`config.mk`:
```
export PLATFORM = sky130hd
export DESIGN_NAME = table_moore_fsm
export DESIGN_NICKNAME = d
export VERILOG_FILES = /design/src/rtl/fsm_pkg.sv /design/src/rtl/fsm_table_mem.sv /design/src/rtl/table_moore_fsm.sv
export SDC_FILE = /design/constraint.sdc
export NUM_CORES = 1
export LEC_CHECK = 0
export ABC_AREA = 1
export BUFFER_PORTS_ARGS = -buffer_cell sky130_fd_sc_hd__buf_4
export CORE_ASPECT_RATIO = 1.2
export CORE_MARGIN = 1
export CORE_UTILIZATION = 60
export DETAILED_ROUTE_END_ITERATION = 12
export PLACE_DENSITY = 0.78
export SETUP_SLACK_MARGIN = 0.05
export SLEW_MARGIN = 20
export SYNTH_ARGS = -nofsm -noshare
export SYNTH_HDL_FRONTEND = slang
export SYNTH_HIERARCHICAL = 1
export SYNTH_SLANG_ARGS = --single-unit
```
`constraint.sdc`:
```
create_clock -name clk -period 3.19 [get_ports clk]
set_clock_uncertainty 0.1 [all_clocks]
set_input_delay 0 -clock clk [delete_from_list [all_inputs] [get_ports clk]]
set_output_delay 0 -clock clk [all_outputs]
set_load 0.005 [all_outputs]
```
`src/rtl/fsm_pkg.sv`:
```
// Shared widths, reset state and write-select encodings for the table-driven Moore engine.
package fsm_pkg;

  localparam int IW_DEF          = 2;
  localparam int SW_DEF          = 3;
  localparam int OW_DEF          = 3;
  localparam int CW_DEF          = 8;
  localparam int RESET_STATE_DEF = 0;

  typedef enum logic {
    WR_TRANS = 1'b0,
    WR_OUT   = 1'b1
  } wr_sel_e;

endpackage

```
`src/rtl/fsm_table_mem.sv`:
```
// Transition and output tables: async read, sync write; only the transition valid bits are reset.
module fsm_table_mem
  import fsm_pkg::*;
#(
  parameter int IW = IW_DEF,
  parameter int SW = SW_DEF,
  parameter int OW = OW_DEF
) (
  input  logic             clk,
  input  logic             reset,
  input  logic             tr_we,
  input  logic [SW+IW-1:0] tr_addr,
  input  logic [SW-1:0]    tr_data,
  input  logic             out_we,
  input  logic [SW-1:0]    out_addr,
  input  logic [OW-1:0]    out_data,
  input  logic [SW+IW-1:0] rd_addr,
  output logic [SW-1:0]    rd_next,
  output logic             rd_valid,
  input  logic [SW-1:0]    ord_addr,
  output logic [OW-1:0]    ord_data
);

  localparam int NT = 2 ** (SW + IW);
  localparam int NS = 2 ** SW;

  logic [SW-1:0] tnext [NT];
  logic [OW-1:0] omem  [NS];
  logic [NT-1:0] valid;

  always_ff @(posedge clk or negedge reset) begin
    if (!reset) begin
      valid <= '0;
    end else if (tr_we) begin
      valid[tr_addr] <= 1'b1;
    end
  end

  // Table payloads survive reset; the cleared valid bits make stale transitions unusable.
  always_ff @(posedge clk) begin
    if (tr_we) tnext[tr_addr] <= tr_data;
    if (out_we) omem[out_addr] <= out_data;
  end

  assign rd_next  = tnext[rd_addr];
  assign rd_valid = valid[rd_addr];
  assign ord_data = omem[ord_addr];

endmodule

```
`src/rtl/table_moore_fsm.sv`:
```
// Run-time programmable Moore engine: state, registered output, sticky error and step counter.
// States are table data, not fixed encodings; RESET_STATE doubles as the invalid-entry fallback.
module table_moore_fsm
  import fsm_pkg::*;
#(
  parameter int IW          = IW_DEF,
  parameter int SW          = SW_DEF,
  parameter int OW          = OW_DEF,
  parameter int CW          = CW_DEF,
  parameter int RESET_STATE = RESET_STATE_DEF
) (
  input  logic             clk,
  input  logic             reset,
  input  logic             run,
  input  logic             step_en,
  input  logic [IW-1:0]    in_sym,
  input  logic             wr_en,
  input  logic             wr_sel,
  input  logic [SW+IW-1:0] wr_addr,
  input  logic [SW-1:0]    wr_next,
  input  logic [OW-1:0]    wr_out,
  input  logic             clr_cnt,
  output logic [SW-1:0]    state,
  output logic [OW-1:0]    out_sym,
  output logic             err,
  output logic             wr_err,
  output logic [CW-1:0]    step_cnt
);

  localparam logic [SW-1:0] RST_ST = SW'(RESET_STATE);

  wr_sel_e       sel;
  logic          step;
  logic          wr_ok;
  logic          tr_we;
  logic          out_we;
  logic [SW-1:0] tbl_next;
  logic          tbl_valid;
  logic [SW-1:0] nxt;
  logic [OW-1:0] nxt_out;

  logic [SW-1:0] state_d;
  logic [OW-1:0] out_d;
  logic          err_d;
  logic          wr_err_d;
  logic [CW-1:0] cnt_d;

  assign sel    = wr_sel_e'(wr_sel);
  assign step   = run & step_en;
  // Gating with reset keeps a write coincident with reset from landing in the tables.
  assign wr_ok  = wr_en & ~run & reset;
  assign tr_we  = wr_ok & (sel == WR_TRANS);
  assign out_we = wr_ok & (sel == WR_OUT);
  assign nxt    = tbl_valid ? tbl_next : RST_ST;

  fsm_table_mem #(
    .IW(IW),
    .SW(SW),
    .OW(OW)
  ) u_mem (
    .clk     (clk),
    .reset   (reset),
    .tr_we   (tr_we),
    .tr_addr (wr_addr),
    .tr_data (wr_next),
    .out_we  (out_we),
    .out_addr(wr_addr[SW-1:0]),
    .out_data(wr_out),
    .rd_addr ({state, in_sym}),
    .rd_next (tbl_next),
    .rd_valid(tbl_valid),
    .ord_addr(nxt),
    .ord_data(nxt_out)
  );

  always_comb begin
    state_d  = state;
    out_d    = out_sym;
    err_d    = err;
    cnt_d    = step_cnt;
    wr_err_d = wr_en & run;
    if (step) begin
      state_d = nxt;
      out_d   = nxt_out;
      if (!tbl_valid) err_d = 1'b1;
    end
    if (clr_cnt) begin
      cnt_d = '0;
    end else if (step && (step_cnt != '1)) begin
      cnt_d = step_cnt + CW'(1);
    end
  end

  always_ff @(posedge clk or negedge reset) begin
    if (!reset) begin
      state    <= RST_ST;
      out_sym  <= '0;
      err      <= 1'b0;
      wr_err   <= 1'b0;
      step_cnt <= '0;
    end else begin
      state    <= state_d;
      out_sym  <= out_d;
      err      <= err_d;
      wr_err   <= wr_err_d;
      step_cnt <= cnt_d;
    end
  end

endmodule

```
### Word level (Yosys, flattened, before mapping)

Memories as Yosys holds them, arrays and structs flattened. A register that Yosys moved wholly into a read port is not among the register bits.
Cells that the tools add are included.

| storage, ports and cells | value |
|---|---|
| output and inout port bits | 16 |
| bits in read-only memories | 0 |
| latch bits | 0 |
| logic and storage cells | 38 |
| memories | 2 |
| register bits | 45 |
| bits in writable memories | 120 |
| input bits | 20 |

Memory list:

| memory | depth | width | rd ports | clocked after Yosys merged registers in | write ports | RTL line | RTL |
|---|---|---|---|---|---|---|---|
| u_mem.tnext | 32 | 3 | 1 | 0 | 1 | fsm_table_mem.sv:27 | `logic [SW-1:0] tnext [NT];` |
| u_mem.omem | 8 | 3 | 1 | 1 | 1 | fsm_table_mem.sv:28 | `logic [OW-1:0] omem [NS];` |

| cells by class | value |
|---|---|
| $mul | 0 |
| magnitude comparators | 3 |
| divide/modulo/power cells | 0 |
| multiplexer cells | 11 |
| equal/unequal tests | 1 |
| reductions and logical operators | 5 |
| bitwise operators | 10 |
| shift-type cells | 0 |
| add/sub/neg operators | 1 |

Operators with widths:

| kind | count |
|---|---|
| 32-bit bitwise OR | 1 |
| 8-bit two-way mux | 2 |
| 5-bit by 6-bit less-than comparator with 1-bit output (second input constant) | 2 |
| 8-bit by 1-bit adder with 8-bit output (second input constant) | 1 |
| 8-bit != test (second input constant) | 1 |
| 1-bit bitwise AND | 6 |
| 1-bit two-way mux | 6 |
| 1-bit binary-select mux with 5-bit select | 1 |
| 1-bit demux with 5-bit select | 1 |
| 5-bit by 1-bit greater-or-equal comparator with 1-bit output (second input constant) | 1 |
| 3-bit two-way mux | 1 |
| 1-bit NOT | 3 |
| 1-bit logical AND | 2 |
| 2-bit AND reduction | 1 |
| 2-bit nonzero test | 1 |
| 1-bit logical NOT | 1 |

### Longest topological paths before layout

| depth | value |
|---|---|
| depth in word-level cells | 6 |
| gate-level depth with buffers | 20 |
| depth with buffers taken out | 18 |

### Cells and area by module

Netlist, hierarchy kept.

By module, submodules not included:

| module | times used | cells each | area an instance (µm²) | sequential area each (µm²) |
|---|---|---|---|---|
| fsm_table_mem | 1 | 602 | 6,457.4 | 4,404.2 |
| table_moore_fsm | 1 | 105 | 810.8 | 400.4 |

### Least setup slack after synthesis

No wires, ideal clock.

| timing | value |
|---|---|
| kind | flip-flop to flip-flop |
| from | register state[0] |
| to | register out_sym[1] (read register of u_mem.omem) |
| path buffers | 3 |
| arrival | 2.020 ns |
| required time | 3.025 ns |
| cell stages (with the launch flop) | 19 |
| setup slack | 1.004 ns |
| setup time | 0.065 ns |
| period minus slack after synthesis | 2.186 ns |
| cell sequence | dfrtp_1 -> buf_6 -> inv_1 -> clkbuf_8 -> nand3_1 -> nand2_1 -> nand2_1 -> nand2_1 -> nand2_1 -> nand2_1 -> nand2_1 -> inv_1 -> buf_2 -> o21ai_0 -> o21ai_0 -> a21oi_1 -> a31oi_1 -> nand2_1 -> nand2_1 |

| on the way | value |
|---|---|
| word-level cells in the longest chain between the ends | 3 |
| elaborated cells between the ends (all ways) | 4 |
| classes of those cells | mux (3); memory (1) |

Ends and longest elaborated chain:

| element | RTL line | RTL |
|---|---|---|
| from (decl) | table_moore_fsm.sv:23 | `output logic [SW-1:0] state,` |
| from (signal assigned) | table_moore_fsm.sv:102 | `state <= state_d;` |
| 1-bit binary-select mux with 5-bit select | fsm_table_mem.sv:46 | `assign rd_valid = valid[rd_addr];` |
| 1-bit two-way mux (not written as such) | fsm_table_mem.sv:46 |  |
| named net tbl_valid | table_moore_fsm.sv:38 | `logic tbl_valid;` |
| 3-bit two-way mux | table_moore_fsm.sv:54 | `assign nxt = tbl_valid ? tbl_next : RST_ST;` |
| named net nxt[0] | table_moore_fsm.sv:39 | `logic [SW-1:0] nxt;` |
| to (decl) | table_moore_fsm.sv:24 | `output logic [OW-1:0] out_sym,` |

The timed path passes the listed nets, and every way through them passes these cells. The select of a mux whose other input is x is not followed.
A chain may end at the register's enable or synchronous reset.

### Worst setup path after layout

| timing | value |
|---|---|
| from | register state[0] |
| to | register out_sym[0] (read register of u_mem.omem) |

Same word-level chain as after synthesis.

==> impl_metrics.yaml <==
synth:
  synth_area_leaders: "edfxtp_1, dfrtp_1, nand2_1"
  syn_area_per_cell_sq_um: 10.3
  synth.most_common_cell: "nand2_1"
  ys.flop_type: "edfxtp_1"
  synth_edf_count: 120
  synth_cell_types: 28
  synth.top_cell.area_share_pct: 49.6
  synth_nets: 728
  ys.warnings.count: 6
  yosysTopAreaCell: "edfxtp_1"
  ys_seq_elements: 168
  async_reset_ff_share_pct: 28.6
  syn-cell-area_sq_um: 7270
  yosysSeqAreaShare_pct: 66.1
  synthCells: 707
  synth_common_cells: "nand2_1, edfxtp_1, nand3_1"
detailed_routing:
  remaining_drc_errors: 0
  drtPass1Iterations: 5
  route.detailed.wl_per_inst_um: 18.0
  ant_nets: 0
  vias_per_cell: 5.75
  drtIter0Drc: 423
  vias: 5292
  drt-total-wl_um: 16600
power:
  power.density_nw_per_um2: 666
  seqPwrFrac_pct: 44.9
  power.share.switching_pct: 26.7
  leakage_nw: 3.48
  comb_power_share_pct: 15.8
  p_clk_share_pct: 39.3
  irDropWorstVdd_uv: 391
  p_int_mw: 4.06
  p_sw_mw: 1.48
timing:
  setup_violations: 0
  clock.fmax_mhz: 363
  min_period_over_period_pct: 86.4
  setup_ws_ps: 433
  period_needed_ps: 2760
  finalHoldViolations: 0
  maxSlewHeadroom_pct: 54.0
  slew_viol_final: 0
  worstMarginPinSlew_ps: 689
  setup-tns-final_ps: 0
  rsz0062_at_grt: "no"
floorplan:
  dieArea_sq_um: 12600
  io-pin-count: 36
  core-area_sq_um: 11700
  rows: 43
  die_y_um: 123
  start_util_pct: 62.3
  die_w_um: 102
clock_network:
  clk_pin_slew_ps: 60
  clk_latency_ps: 420
  root_buffer: "clkbuf_16"
  cts_buffer_depth: 2
  cts.sinks: 168
  cts_tree: "yes"
  post_cts_buffers: 0
  cts_resized: 0
  h-tree-depth: 4
  numCtsBuffers: 17
final_layout:
  num_antenna_cells: 0
  nets: 772
  fillCellCount: 818
  drive_gt1_share_pct: 14.7
  syn_to_final_growth_pct: 14.4
worst_setup_path:
  cp.required_ps: 3400
  critical_path_class: "reg -> reg"
  cp.arrival_ps: 2960
  cp_max_fo: 16
  rr_worst_depth: 16
  end_kind: "register"
  timing.critical_path.from_type: "register"
global_routing:
  grt_use_total_pct: 29.3
  grt_pass1_wl_um: 26600
  grt_max_degree: 60
  grt_overflow: 0
  grt_pass1_vias: 5219
  antenna_found_initial: 0
placed_design:
  dp_slack_ps: 480
  dp_hpwl_um: 10500
  numPortBuffers: 35
  place_congestion: 1.09
outcome:
  status: "complete, no violations"
min_path:
  min-delay-path-class: "in -> reg"
  min_delay_path_depth: 3
run:
  cap_violations: 0
[flip-flops by register name, indices dropped and copies added (netlist names)]
| register | flops |
|---|---|
| u_mem/tnext | 96 |
| out_sym | 3 |
| wr_err | 1 |
| state | 3 |
| err | 1 |
| u_mem/omem | 24 |
| step_cnt | 8 |
| u_mem/valid | 32 |
[power by group through the flow]
stage	sequential [mW]	combinational (mW)	clock, mW
after floorplan	2.51	0.616	0
after global placement	2.53	0.817	0
after detailed placement	2.53	0.847	0
after CTS	2.49	0.861	2.20
after global routing	2.49	0.986	2.29
final	2.49	0.874	2.17
[worst max-delay path, cell delays in order (launching register included)]
cell,delay (ps)
dfrtp_1,380
inv_1,400
nand3_1,170
nand2_1,90
nand2_1,50
nand2_1,100
nand2_1,50
nand2_1,130
nand2_1,90
inv_1,270
inv_1,230
nor2_1,140
o21ai_0,100
a21oi_1,150
a31oi_1,60
nand2_1,70
nand2_1,60
[through the flow]
stage / instance area, sq um / util, % / power [mW] / std cells / hold WS, ps
3_3_place_gp: 7550 / 64.7 / 3.34 / 877 / 101
6_report: 8310 / 71.2 / 5.54 / 921 / 23.0
3_5_place_dp: 7550 / 64.7 / 3.37 / 877 / 109
5_1_grt: 8310 / 71.2 / 5.77 / 921 / 36.7
2_1_floorplan: 7270 / - / 3.12 / 707 / -396
4_1_cts: 8310 / 71.2 / 5.54 / 921 / 0.0352
[cells by family (layout without fill, tap and decap cells)]
family,after synthesis,count (layout),share of synthesized area [%]
XOR/XNOR,1,1,0.121
flip-flops,168,168,66.1
AND/OR/NAND/NOR,452,452,26.9
buffers and inverters,57,114,4.68
AO/OA/AOI/OAI,28,28,2.01
adder cells (fa/ha/maj),1,1,0.172
[final timing paths]
kind | from | endpoint | slack [ps]
worst max register to register | state[0] | out_sym[0] | 430
worst min-delay path | wr_addr[0] | u_mem/omem[5][0] | 20
min in group asynchronous | reset | u_mem/valid[27] | 230
max in group asynchronous | reset | u_mem/valid[12] | 2290
worst min register to register | u_mem/valid[6] | u_mem/valid[6] | 370
worst max-delay path | state[0] | out_sym[0] | 430
[timing repair]
action	4_1_cts	5_1_grt
setup endpoints to repair	0	0
hold buffers	12	0
hold endpoints to repair	201	0
[layer usage]
metal	global-route usage (%)	part of all wire (%)	up-vias
li1	-	-	2458
met1	37.1	39	2531
met2	49.0	51	262
met3	7.06	7.4	41
met4	10.7	2.2	0
met5	0	0	-
[cell usage in the layout (no fill, tap or decap), types with 3 or more instances in the layout]
cell type	synthesis	routed
nand3_1	113	113
bufinv_16	0	4
o21ai_0	16	16
dfrtp_1	48	48
o21ai_1	3	3
nor2_1	65	65
clkbuf_16	0	17
dlygate4sd3_1	0	12
inv_1	27	27
a21oi_1	5	5
clkinv_4	1	7
nand2_1	231	231
clkinvlp_4	0	3
or2_2	32	32
nand2_2	3	3
buf_4	5	39
a31oi_1	3	3
edfxtp_1	120	120
[cell type report]
class	count	area (sq um)	area share, %
timing repair buffer	52	433	5.21
tap	157	196	2.36
inverter	30	118	1.41
clock buffer	18	439	5.28
sequential	168	4800	57.8
clock inverter	14	200	2.41
multi-input combinational	482	2120	25.5
No activity file was read; power rests on OpenSTA's default activity.
